**config.mk**
```make
export PLATFORM = sky130hd
export DESIGN_NAME = conv_tree_ser_scheduler_flat
export DESIGN_NICKNAME = d
export VERILOG_FILES = /design/src/rtl/conv_tree_ser_scheduler_if.sv /design/src/rtl/conv_tree_ser_scheduler.sv /design/src/flat_wrapper.sv
export SDC_FILE = /design/constraint.sdc
export NUM_CORES = 1
export LEC_CHECK = 0
export CORE_AREA = 3 3 514 516
export DETAILED_ROUTE_END_ITERATION = 12
export DIE_AREA = 0 0 517 519
export PLACE_DENSITY = 0.36
export SLEW_MARGIN = 20
export SYNTH_ARGS = -nofsm -noshare
export SYNTH_HDL_FRONTEND = slang
export SYNTH_SLANG_ARGS = --single-unit
```
**constraint.sdc**
```tcl
create_clock -name CLK -period 3.6 [get_ports CLK]
set_input_delay 1.08 -clock CLK [delete_from_list [all_inputs] [get_ports CLK]]
set_output_delay 1.08 -clock CLK [all_outputs]
set_load 0.05 [all_outputs]
```
**src/rtl/conv_tree_ser_scheduler_if.sv**
```systemverilog
// Handshake and serializer-side bus for conv_tree_ser_scheduler.
// master = scheduler side, slave = requesters/serializer side.
interface conv_tree_ser_scheduler_if #(
  parameter int unsigned N_REQ  = 4,
  parameter int unsigned WORD_W = 256
) ();
  localparam int unsigned ID_W = (N_REQ > 1) ? $clog2(N_REQ) : 1;

  logic [N_REQ-1:0]        req_valid;
  logic [N_REQ*WORD_W-1:0] req_data;
  logic [N_REQ-1:0]        req_ready;
  logic [WORD_W-1:0]       ser_par;
  logic                    ser_load;
  logic                    ser_en;
  logic                    frame_done;
  logic [ID_W-1:0]         grant_id;
  logic                    busy;
  logic [15:0]             frame_cnt;

  modport master (
    input  req_valid, req_data,
    output req_ready, ser_par, ser_load, ser_en, frame_done, grant_id, busy, frame_cnt
  );

  modport slave (
    output req_valid, req_data,
    input  req_ready, ser_par, ser_load, ser_en, frame_done, grant_id, busy, frame_cnt
  );
endinterface

```
**src/rtl/conv_tree_ser_scheduler.sv**
```systemverilog
// Round-robin scheduler sharing one serializer among N_REQ word producers.
// Define SER_SCHED_FIXED_PRIO_EN for fixed lowest-index-wins priority.
module conv_tree_ser_scheduler #(
  parameter int unsigned N_REQ      = 4,
  parameter int unsigned WORD_W     = 256,
  parameter int unsigned GAP_CYCLES = 2
) (
  input logic                      CLK,
  input logic                      RESET,
  conv_tree_ser_scheduler_if.master bus
);
  localparam int unsigned ID_W     = (N_REQ > 1) ? $clog2(N_REQ) : 1;
  localparam int unsigned CNT_W    = $clog2(WORD_W);
  localparam int unsigned GAP_W    = (GAP_CYCLES > 1) ? $clog2(GAP_CYCLES) : 1;
  localparam int unsigned GAP_LAST = (GAP_CYCLES > 0) ? GAP_CYCLES - 1 : 0;

  typedef enum logic [1:0] {IDLE, LOAD, SHIFT, GAP} state_t;

  state_t            state;
  logic [CNT_W-1:0]  bit_cnt;
  logic [GAP_W-1:0]  gap_cnt;
  logic [WORD_W-1:0] ser_par;
  logic              ser_load;
  logic              ser_en;
  logic              frame_done;
  logic [ID_W-1:0]   grant_id;
  logic [15:0]       frame_cnt;

  logic              win_found;
  logic [ID_W-1:0]   win_idx;
  logic [ID_W-1:0]   cand_idx;
  logic [WORD_W-1:0] win_word;

`ifdef SER_SCHED_FIXED_PRIO_EN
  // Scan from the top so the lowest valid index is the final assignment.
  always_comb begin
    win_found = 1'b0;
    win_idx   = '0;
    cand_idx  = '0;
    for (int unsigned k = 0; k < N_REQ; k++) begin
      cand_idx = ID_W'(N_REQ - 1 - k);
      if (bus.req_valid[cand_idx]) begin
        win_found = 1'b1;
        win_idx   = cand_idx;
      end
    end
  end
`else
  logic [ID_W-1:0] ptr;

  always_comb begin
    int unsigned cand;
    win_found = 1'b0;
    win_idx   = '0;
    cand_idx  = '0;
    cand      = 0;
    for (int unsigned k = 0; k < N_REQ; k++) begin
      // ptr+1+k never exceeds 2*N_REQ-1, so one wrap subtraction suffices.
      cand = {{(32-ID_W){1'b0}}, ptr} + 1 + k;
      if (cand >= N_REQ) cand = cand - N_REQ;
      cand_idx = ID_W'(cand);
      if (!win_found && bus.req_valid[cand_idx]) begin
        win_found = 1'b1;
        win_idx   = cand_idx;
      end
    end
  end
`endif

  always_comb begin
    win_word = '0;
    for (int unsigned i = 0; i < N_REQ; i++) begin
      if (win_idx == ID_W'(i)) win_word = bus.req_data[i*WORD_W +: WORD_W];
    end
  end

  always_ff @(posedge CLK or negedge RESET) begin
    if (!RESET) begin
      state      <= IDLE;
      bit_cnt    <= '0;
      gap_cnt    <= '0;
      ser_par    <= '0;
      ser_load   <= 1'b0;
      ser_en     <= 1'b0;
      frame_done <= 1'b0;
      grant_id   <= '0;
      frame_cnt  <= '0;
`ifndef SER_SCHED_FIXED_PRIO_EN
      ptr        <= ID_W'(N_REQ - 1);
`endif
    end else begin
      ser_load   <= 1'b0;
      frame_done <= 1'b0;
      case (state)
        IDLE: begin
          if (win_found) begin
            ser_par  <= win_word;
            grant_id <= win_idx;
`ifndef SER_SCHED_FIXED_PRIO_EN
            ptr      <= win_idx;
`endif
            ser_load <= 1'b1;
            state    <= LOAD;
          end
        end
        LOAD: begin
          bit_cnt <= '0;
          ser_en  <= 1'b1;
          state   <= SHIFT;
        end
        SHIFT: begin
          bit_cnt <= bit_cnt + 1'b1;
          // Registered pulse lands on the final enabled cycle.
          if (bit_cnt == CNT_W'(WORD_W - 2)) frame_done <= 1'b1;
          if (bit_cnt == CNT_W'(WORD_W - 1)) begin
            ser_en    <= 1'b0;
            frame_cnt <= frame_cnt + 16'd1;
            gap_cnt   <= '0;
            state     <= (GAP_CYCLES == 0) ? IDLE : GAP;
          end
        end
        GAP: begin
          if (gap_cnt == GAP_W'(GAP_LAST)) state <= IDLE;
          else gap_cnt <= gap_cnt + 1'b1;
        end
        default: state <= IDLE;
      endcase
    end
  end

  assign bus.req_ready  = (state == IDLE && win_found) ? (N_REQ'(1) << win_idx) : '0;
  assign bus.ser_par    = ser_par;
  assign bus.ser_load   = ser_load;
  assign bus.ser_en     = ser_en;
  assign bus.frame_done = frame_done;
  assign bus.grant_id   = grant_id;
  assign bus.busy       = (state != IDLE);
  assign bus.frame_cnt  = frame_cnt;
endmodule

```
**src/flat_wrapper.sv**
```systemverilog
// flat-port wrapper written by rule: the top's interface ports become plain ports
module conv_tree_ser_scheduler_flat 
#(
  parameter int unsigned N_REQ      = 4,
  parameter int unsigned WORD_W     = 256,
  parameter int unsigned GAP_CYCLES = 2
)
  (CLK, RESET, bus_req_valid, bus_req_data, bus_req_ready, bus_ser_par, bus_ser_load, bus_ser_en, bus_frame_done, bus_grant_id, bus_busy, bus_frame_cnt);
  conv_tree_ser_scheduler_if #(.N_REQ(N_REQ), .WORD_W(WORD_W)) bus_i ();
  input logic CLK;
  input logic RESET;
  input wire logic [$bits(bus_i.req_valid)-1:0] bus_req_valid;
  input wire logic [$bits(bus_i.req_data)-1:0] bus_req_data;
  output wire logic [$bits(bus_i.req_ready)-1:0] bus_req_ready;
  output wire logic [$bits(bus_i.ser_par)-1:0] bus_ser_par;
  output wire logic [$bits(bus_i.ser_load)-1:0] bus_ser_load;
  output wire logic [$bits(bus_i.ser_en)-1:0] bus_ser_en;
  output wire logic [$bits(bus_i.frame_done)-1:0] bus_frame_done;
  output wire logic [$bits(bus_i.grant_id)-1:0] bus_grant_id;
  output wire logic [$bits(bus_i.busy)-1:0] bus_busy;
  output wire logic [$bits(bus_i.frame_cnt)-1:0] bus_frame_cnt;
  assign bus_i.req_valid = bus_req_valid;
  assign bus_i.req_data = bus_req_data;
  assign bus_req_ready = bus_i.req_ready;
  assign bus_ser_par = bus_i.ser_par;
  assign bus_ser_load = bus_i.ser_load;
  assign bus_ser_en = bus_i.ser_en;
  assign bus_frame_done = bus_i.frame_done;
  assign bus_grant_id = bus_i.grant_id;
  assign bus_busy = bus_i.busy;
  assign bus_frame_cnt = bus_i.frame_cnt;
  conv_tree_ser_scheduler #(.N_REQ(N_REQ), .WORD_W(WORD_W), .GAP_CYCLES(GAP_CYCLES)) u_core (.CLK(CLK), .RESET(RESET), .bus(bus_i));
endmodule
```
; Word-level counts from Yosys, hierarchy flattened
; Cells that the tools add are included.
[totals]
ff_bits = 290
input_bits = 1030
out_inout_bits = 282
elab_cells = 96
[classes]
n_addsub = 11
order_cmp = 8
n_eq_ne = 11
shifts = 1
muxes = 38
n_reduce_logical = 17
[ops]
columns = cell, n
row1 = 256-bit 2-to-1 mux, 4
row2 = "32-bit by 3-bit greater-or-equal comparator with 1-bit output, second input constant", 3
row3 = 2-bit 2-to-1 mux, 11
row4 = "16-bit by 1-bit adder with 16-bit output, second input constant", 1
row5 = "8-bit equality test, second input constant", 2
row6 = 8-bit one-hot mux with 2 select lines, 1
row7 = 1-bit 2-to-1 mux, 14
row8 = "2-bit by 3-bit < comparator with 1-bit output, second input constant", 4
row9 = "3-bit by 2-bit adder with 4-bit output, second input constant", 2
row10 = "8-bit by 1-bit adder with 8-bit output, second input constant", 1
row11 = 1-bit binary-select mux with 2-bit select, 4
row12 = "2-bit equality test, second input constant", 4
row13 = 2-bit one-hot mux with 4 select lines, 1
row14 = 2-bit AND reduction, 4
row15 = "2-bit by 1-bit subtractor with 2-bit output, second input constant", 4
row16 = "2-bit by 1-bit != test with 1-bit output, second input constant", 3
row17 = 2-bit nonzero test, 3
row18 = "3-bit by 1-bit adder with 4-bit output, second input constant", 1
row19 = "2-bit by 1-bit equality test with 1-bit output, second input constant", 2
row20 = 1-bit logical AND, 4
row21 = 2-bit zero test, 2
row22 = 4-bit 2-to-1 mux, 1
row23 = 1-bit one-hot mux with 2 select lines, 2
row24 = "1-bit by 2-bit left shift with 4-bit output, first input constant", 1
row25 = other kinds (5), 7

; Longest topological paths before layout
; Gate-level depths: netlist of the first run.
[depth]
ltp_word = 20
ltp_mapped = 10
mapped_depth_nobuf = 7

; Least setup slack after synthesis of the first run
; Ideal clock, no wire load.
[synth_timing]
kind = input-to-output
from = input port bus_req_valid[0]
to = output port bus_req_ready[0]
arrival_time_ns = 2.939
required_ns = 2.520
setup_slack_ns = -0.419
path_stages = 6
cell_sequence = a21o_1 a31oi_2 buf_4 buf_6 buf_2 nor3b_1
[synth_via]
elab_chain_len = 14
[synth_rtl]
columns = item, line_no
row1 = start: declaration, flat_wrapper.sv:12  ; input wire logic [$bits(bus_i.req_valid)-1:0] bus_req_valid;
row2 = 1-bit binary-select mux with 2-bit select, conv_tree_ser_scheduler.sv:62  ; if (!win_found && bus.req_valid[cand_idx]) begin
row3 = 1-bit 2-to-1 mux (not written as such), conv_tree_ser_scheduler.sv:62
row4 = 1-bit 2-to-1 mux, conv_tree_ser_scheduler.sv:62
row5 = 1-bit zero test, conv_tree_ser_scheduler.sv:62
row6 = 1-bit logical AND, conv_tree_ser_scheduler.sv:62
row7 = 1-bit 2-to-1 mux, conv_tree_ser_scheduler.sv:62
row8 = 1-bit zero test, conv_tree_ser_scheduler.sv:62
row9 = 1-bit logical AND, conv_tree_ser_scheduler.sv:62
row10 = 1-bit 2-to-1 mux, conv_tree_ser_scheduler.sv:62
row11 = 1-bit zero test, conv_tree_ser_scheduler.sv:62
row12 = 1-bit logical AND, conv_tree_ser_scheduler.sv:62
row13 = 2-bit 2-to-1 mux / 1-bit 2-to-1 mux (equally long branches), conv_tree_ser_scheduler.sv:62
row14 = 1-bit by 2-bit left shift with 4-bit output / 1-bit logical AND (equally long branches), conv_tree_ser_scheduler.sv:131  ; assign bus.req_ready = (state == IDLE && win_found) ? (N_REQ'(1) << win_idx) : '0;
row15 = 4-bit 2-to-1 mux *, conv_tree_ser_scheduler.sv:131
row16 = end: declaration, flat_wrapper.sv:14  ; output wire logic [$bits(bus_i.req_ready)-1:0] bus_req_ready;
; Every way passes the cells marked *; elsewhere a longest branch is shown, timed or not. The select of a mux whose other input is x is not followed.

; Final worst setup path of the first run
[layout_timing]
from = input port bus_req_valid[2]
to = output port bus_req_ready[1]
; The elaborated chain is that of the path after synthesis.

==> results of run 1 <==
==> worst min path at each step <==
stage / from / to / cells after the start
floorplan: u_core.ptr[1]$_DFFE_PN1P_ / u_core.ptr[1]$_DFFE_PN1P_ / 2
detailed placement: u_core.bus.ser_par[14]$_DFFE_PN0P_ / u_core.bus.ser_par[14]$_DFFE_PN0P_ / 2
global route: RESET / u_core.bus.ser_par[198]$_DFFE_PN0P_ / 1
finish: RESET / u_core.bus.ser_par[198]$_DFFE_PN0P_ / 1
global placement: u_core.bus.frame_cnt[15]$_DFFE_PN0P_ / u_core.bus.frame_cnt[15]$_DFFE_PN0P_ / 1
CTS: RESET / u_core.bus.ser_par[198]$_DFFE_PN0P_ / 1
==> metrics by stage <==
step / hold slack [ns] / power [mW] / utilization, %
2_1_floorplan: 0.475 / 3.96 / -
3_3_place_gp: 0.466 / 5.61 / 13.6
3_5_place_dp: 0.475 / 5.61 / 13.6
4_1_cts: 0.391 / 10.4 / 14.1
5_1_grt: 0.419 / 10.5 / 14.1
6_report: 0.411 / 10.1 / 14.2
==> layer usage <==
layer,part of all wire (%),global-route usage (%),up-vias
met5,0.33,0,-
met4,1.9,2.79,94
met3,13,7.66,231
met2,47,22.4,1103
met1,37,14.3,9483
li1,-,-,8825
==> layout make-up <==
type | instances | area (sq um) | area share [%]
timing repair buffer | 1456 | 14400 | 39.2
tap | 3402 | 4260 | 11.6
clock inverter | 16 | 149 | 0.405
multi-input combinational | 1140 | 9320 | 25.3
antenna | 21 | 52.6 | 0.143
inverter | 7 | 33.8 | 0.0919
clock buffer | 64 | 1280 | 3.47
sequential | 290 | 7260 | 19.7
==> repair_timing <==
item,in CTS,in global routing
buffers inserted,6,0
endpoints found under the hold margin,0,0
gates cloned,0,0
resized for setup,13,1
setup endpoints to repair,4,3
pin swaps,3,0
==> state kept, by name, summed over array words and instances (netlist names) <==
register	flops
u_core.state	2
u_core.bus.ser_par	256
u_core.bit_cnt	8
u_core.bus.grant_id	2
u_core.bus.ser_en	1
u_core.bus.frame_cnt	16
u_core.bus.frame_done	1
u_core.ptr	2
u_core.gap_cnt	1
u_core.bus.ser_load	1
==> power by group <==
group | leakage (nW) | internal (mW) | switching [mW]
sequential | 4.03 | 3.26 | 0
clock | 0.698 | 2.60 | 1.94
combinational | 9.56 | 1.45 | 0.821
==> kinds of logic (layout without fill, tap and decap cells) <==
family | after synthesis | count (layout) | share of synthesized area (%)
AO/OA/AOI/OAI | 434 | 434 | 16.9
XOR/XNOR | 17 | 17 | 0.858
adder cells (fa/ha/maj) | 6 | 6 | 0.433
buffers and inverters | 152 | 1543 | 4.86
flip-flops | 290 | 290 | 41.8
multiplexers | 517 | 517 | 31.0
other | 0 | 21 | 0
AND/OR/NAND/NOR | 166 | 166 | 4.19
==> cells in the final DEF (no fill, tap or decap), types with 3 or more instances in the layout <==
cell                              count
sky130_fd_sc_hd__a21oi_1            160
sky130_fd_sc_hd__clkbuf_1            11
sky130_fd_sc_hd__o221ai_2            20
sky130_fd_sc_hd__nand2b_4             3
sky130_fd_sc_hd__clkbuf_16           45
sky130_fd_sc_hd__nand2b_1             3
sky130_fd_sc_hd__buf_12              31
sky130_fd_sc_hd__nor2_1               8
sky130_fd_sc_hd__dlygate4sd2_1        3
sky130_fd_sc_hd__clkbuf_8             8
sky130_fd_sc_hd__clkinv_2             8
sky130_fd_sc_hd__and2_1               3
sky130_fd_sc_hd__nand3_1              9
sky130_fd_sc_hd__nand4_1              4
sky130_fd_sc_hd__mux2i_1            358
sky130_fd_sc_hd__mux2_2             159
sky130_fd_sc_hd__o221ai_1            78
sky130_fd_sc_hd__ha_1                 6
sky130_fd_sc_hd__inv_1                6
sky130_fd_sc_hd__clkdlybuf4s50_1   1231
sky130_fd_sc_hd__a22o_1               3
sky130_fd_sc_hd__clkinvlp_4           3
sky130_fd_sc_hd__dfrtp_1            288
sky130_fd_sc_hd__and3_1               8
sky130_fd_sc_hd__o22ai_1            158
sky130_fd_sc_hd__nand2_1            115
sky130_fd_sc_hd__diode_2             21
sky130_fd_sc_hd__buf_4              187
sky130_fd_sc_hd__xnor2_1             15
sky130_fd_sc_hd__o21ai_0              3
==> results.sh, run 1 <==
export IMPL_run_status="finished clean"
export IMPL_route_detailed_wl_per_inst_um=29.1
export IMPL_finalWeightedCongestion=0.864
export IMPL_grt_first_pass_wirelength_um=232000
export IMPL_synth_edf_count=0
export IMPL_synthDominantCellAreaShare_pct=41.5
export IMPL_ios=1312
export IMPL_syn_nets=2618
export IMPL_seq_cells_post_synth=290
export IMPL_detailed_place_hpwl_um=163000
export IMPL_end_kind="primary output"
export IMPL_stdcell_count=6396
export IMPL_dr_total_vias=19700
export IMPL_post_synthesis_to_final_layout_area_growth_pct=112
export IMPL_post_route_cells_drive_above_1_share_pct=16.3
export IMPL_stages_on_the_worst_setup_path=7
export IMPL_critical_path_max_stage_delay_ns=0.29
export IMPL_critPathArrivalTime_ns=2.51
export IMPL_clock_tree_htree_level_count=2
export IMPL_portBuffers=1311
export IMPL_worstRegToRegCells=9
export IMPL_finClkSkew_ns=0.0178
export IMPL_number_of_global_route_vias_before_repair=21200
export IMPL_cts_tree="done"
export IMPL_async_flop_share_pct=100
export IMPL_report_final_setup_viol=0
export IMPL_ys_seq_area_share_pct=41.8
export IMPL_library_cells_used_by_synthesis=45
export IMPL_num_rows=187
export IMPL_mappedNetlistArea_sq_um=17400
export IMPL_cts_root_to_sink_buffers=3
export IMPL_unrepaired_setup_endpoints_after_global_routing="yes"
export IMPL_max_cap_violations=0
export IMPL_grt_overflow_total=0
export IMPL_initial_antenna_violation_count=117
export IMPL_placeableCoreArea_sq_um=260000
export IMPL_pre_cts_ws_ns=-0.289
export IMPL_postPlaceCellArea_sq_um=35200
export IMPL_fin_crit_ns=3.59
export IMPL_die_h_um=519
export IMPL_yosysMostFrequentCell="sky130_fd_sc_hd__mux2i_1"
export IMPL_drt_antenna_violating_nets=0
export IMPL_drt_vias_per_instance=3.09
export IMPL_crit_path_start_kind="input pin"
export IMPL_final_period_utilization_pct=99.8
export IMPL_flop2flop_setup_slack_ns=0.94
export IMPL_critical_path_top_delay_family="buffers and inverters"
export IMPL_avgSynthCellArea_sq_um=11.0
export IMPL_finalWorstSetupSlack_ns=0.00546
export IMPL_hold_path_class="input pin to async pin"
export IMPL_clk_root_buffer_cell="sky130_fd_sc_hd__clkbuf_16"
export IMPL_drc_viols=0
export IMPL_max_freq_ghz=0.278
export IMPL_vdd_ir_drop_max_mv=0.285
export IMPL_timing_rr_end="u_core.bus.ser_par[57]$_DFFE_PN0P_"
export IMPL_cells_after_synthesis=1582
export IMPL_drt_pass1_iterations=4
export IMPL_synth_flop_cell="sky130_fd_sc_hd__dfrtp_1"
export IMPL_critical_path_n_buffers_inverters=3
export IMPL_finish_net_count=3975
export IMPL_crit_reg2reg_launch="u_core.ptr[1]$_DFFE_PN1P_"
export IMPL_numClockSinks=290
export IMPL_yosys_top_cells_area="sky130_fd_sc_hd__dfrtp_1 42%, sky130_fd_sc_hd__mux2i_1 21%, sky130_fd_sc_hd__mux2_2 10%"
export IMPL_die_width_um=517
export IMPL_power_leakage_nw=14.3
export IMPL_timing_critical_path_from="bus_req_valid[2]"
export IMPL_nFillCells=29300
export IMPL_pwr_density_nw_per_um2=274
export IMPL_crit_path_cell_trace="dlygate4sd2_1, nand2b_4, a21boi_1, o21a_2, nor3_2, buf_4, buf_8"
export IMPL_final_area_sq_um=36800
export IMPL_slowest_stage="sky130_fd_sc_hd__dlygate4sd2_1"
export IMPL_yosysWarnings=0
export IMPL_gr_usage_all_layers_pct=13.3
export IMPL_cts_hold_buf=0
export IMPL_cts_inserted_buffers=44
export IMPL_report_final_hold_viol_count=0
export IMPL_final_total_negative_setup_slack_ns=0
export IMPL_final_max_slew_viol_count=0
export IMPL_most_common_library_cells_after_synthesis="358 x sky130_fd_sc_hd__mux2i_1, 288 x sky130_fd_sc_hd__dfrtp_1, 160 x sky130_fd_sc_hd__a21oi_1, 159 x sky130_fd_sc_hd__mux2_2, 158 x sky130_fd_sc_hd__o22ai_1"
export IMPL_place_inst=6289
export IMPL_critPathCapture="bus_req_ready[1]"
export IMPL_timing_critical_path_required_ns=2.52
export IMPL_max_slew_margin_rel_pct=40.1
export IMPL_clkTransAtPathRegs_ns=0.06
export IMPL_number_of_drc_markers_after_the_initial_detailed_route_iteration=949
export IMPL_synth_area_leader_cell="sky130_fd_sc_hd__dfrtp_1"
export IMPL_start_util_pct=6.68
export IMPL_critPathMaxFanout=4
export IMPL_worst_pin_slew_ns=0.896
export IMPL_die_area_sq_um=268000
export IMPL_timing_setup_critical_path_class="input pin to primary output"
export IMPL_route_final_wire_length_um=186000
export IMPL_clk_latency_ns=0.65
export IMPL_maximum_number_of_pins_on_one_net_before_global_route_repair=87
Note: power is estimated with default switching activity, not from simulation.
==> run 2, diff against run 1 <==
--- a/config.mk
+++ b/config.mk
@@ -5,6 +5,7 @@
 export SDC_FILE = /design/constraint.sdc
 export NUM_CORES = 1
 export LEC_CHECK = 0
+export ABC_CLOCK_PERIOD_IN_PS = 3600
 export CORE_AREA = 3 3 514 516
 export DETAILED_ROUTE_END_ITERATION = 12
 export DIE_AREA = 0 0 517 519
==> results of run 2 <==
Final layout, timing and power as in run 1 (identical DEF).
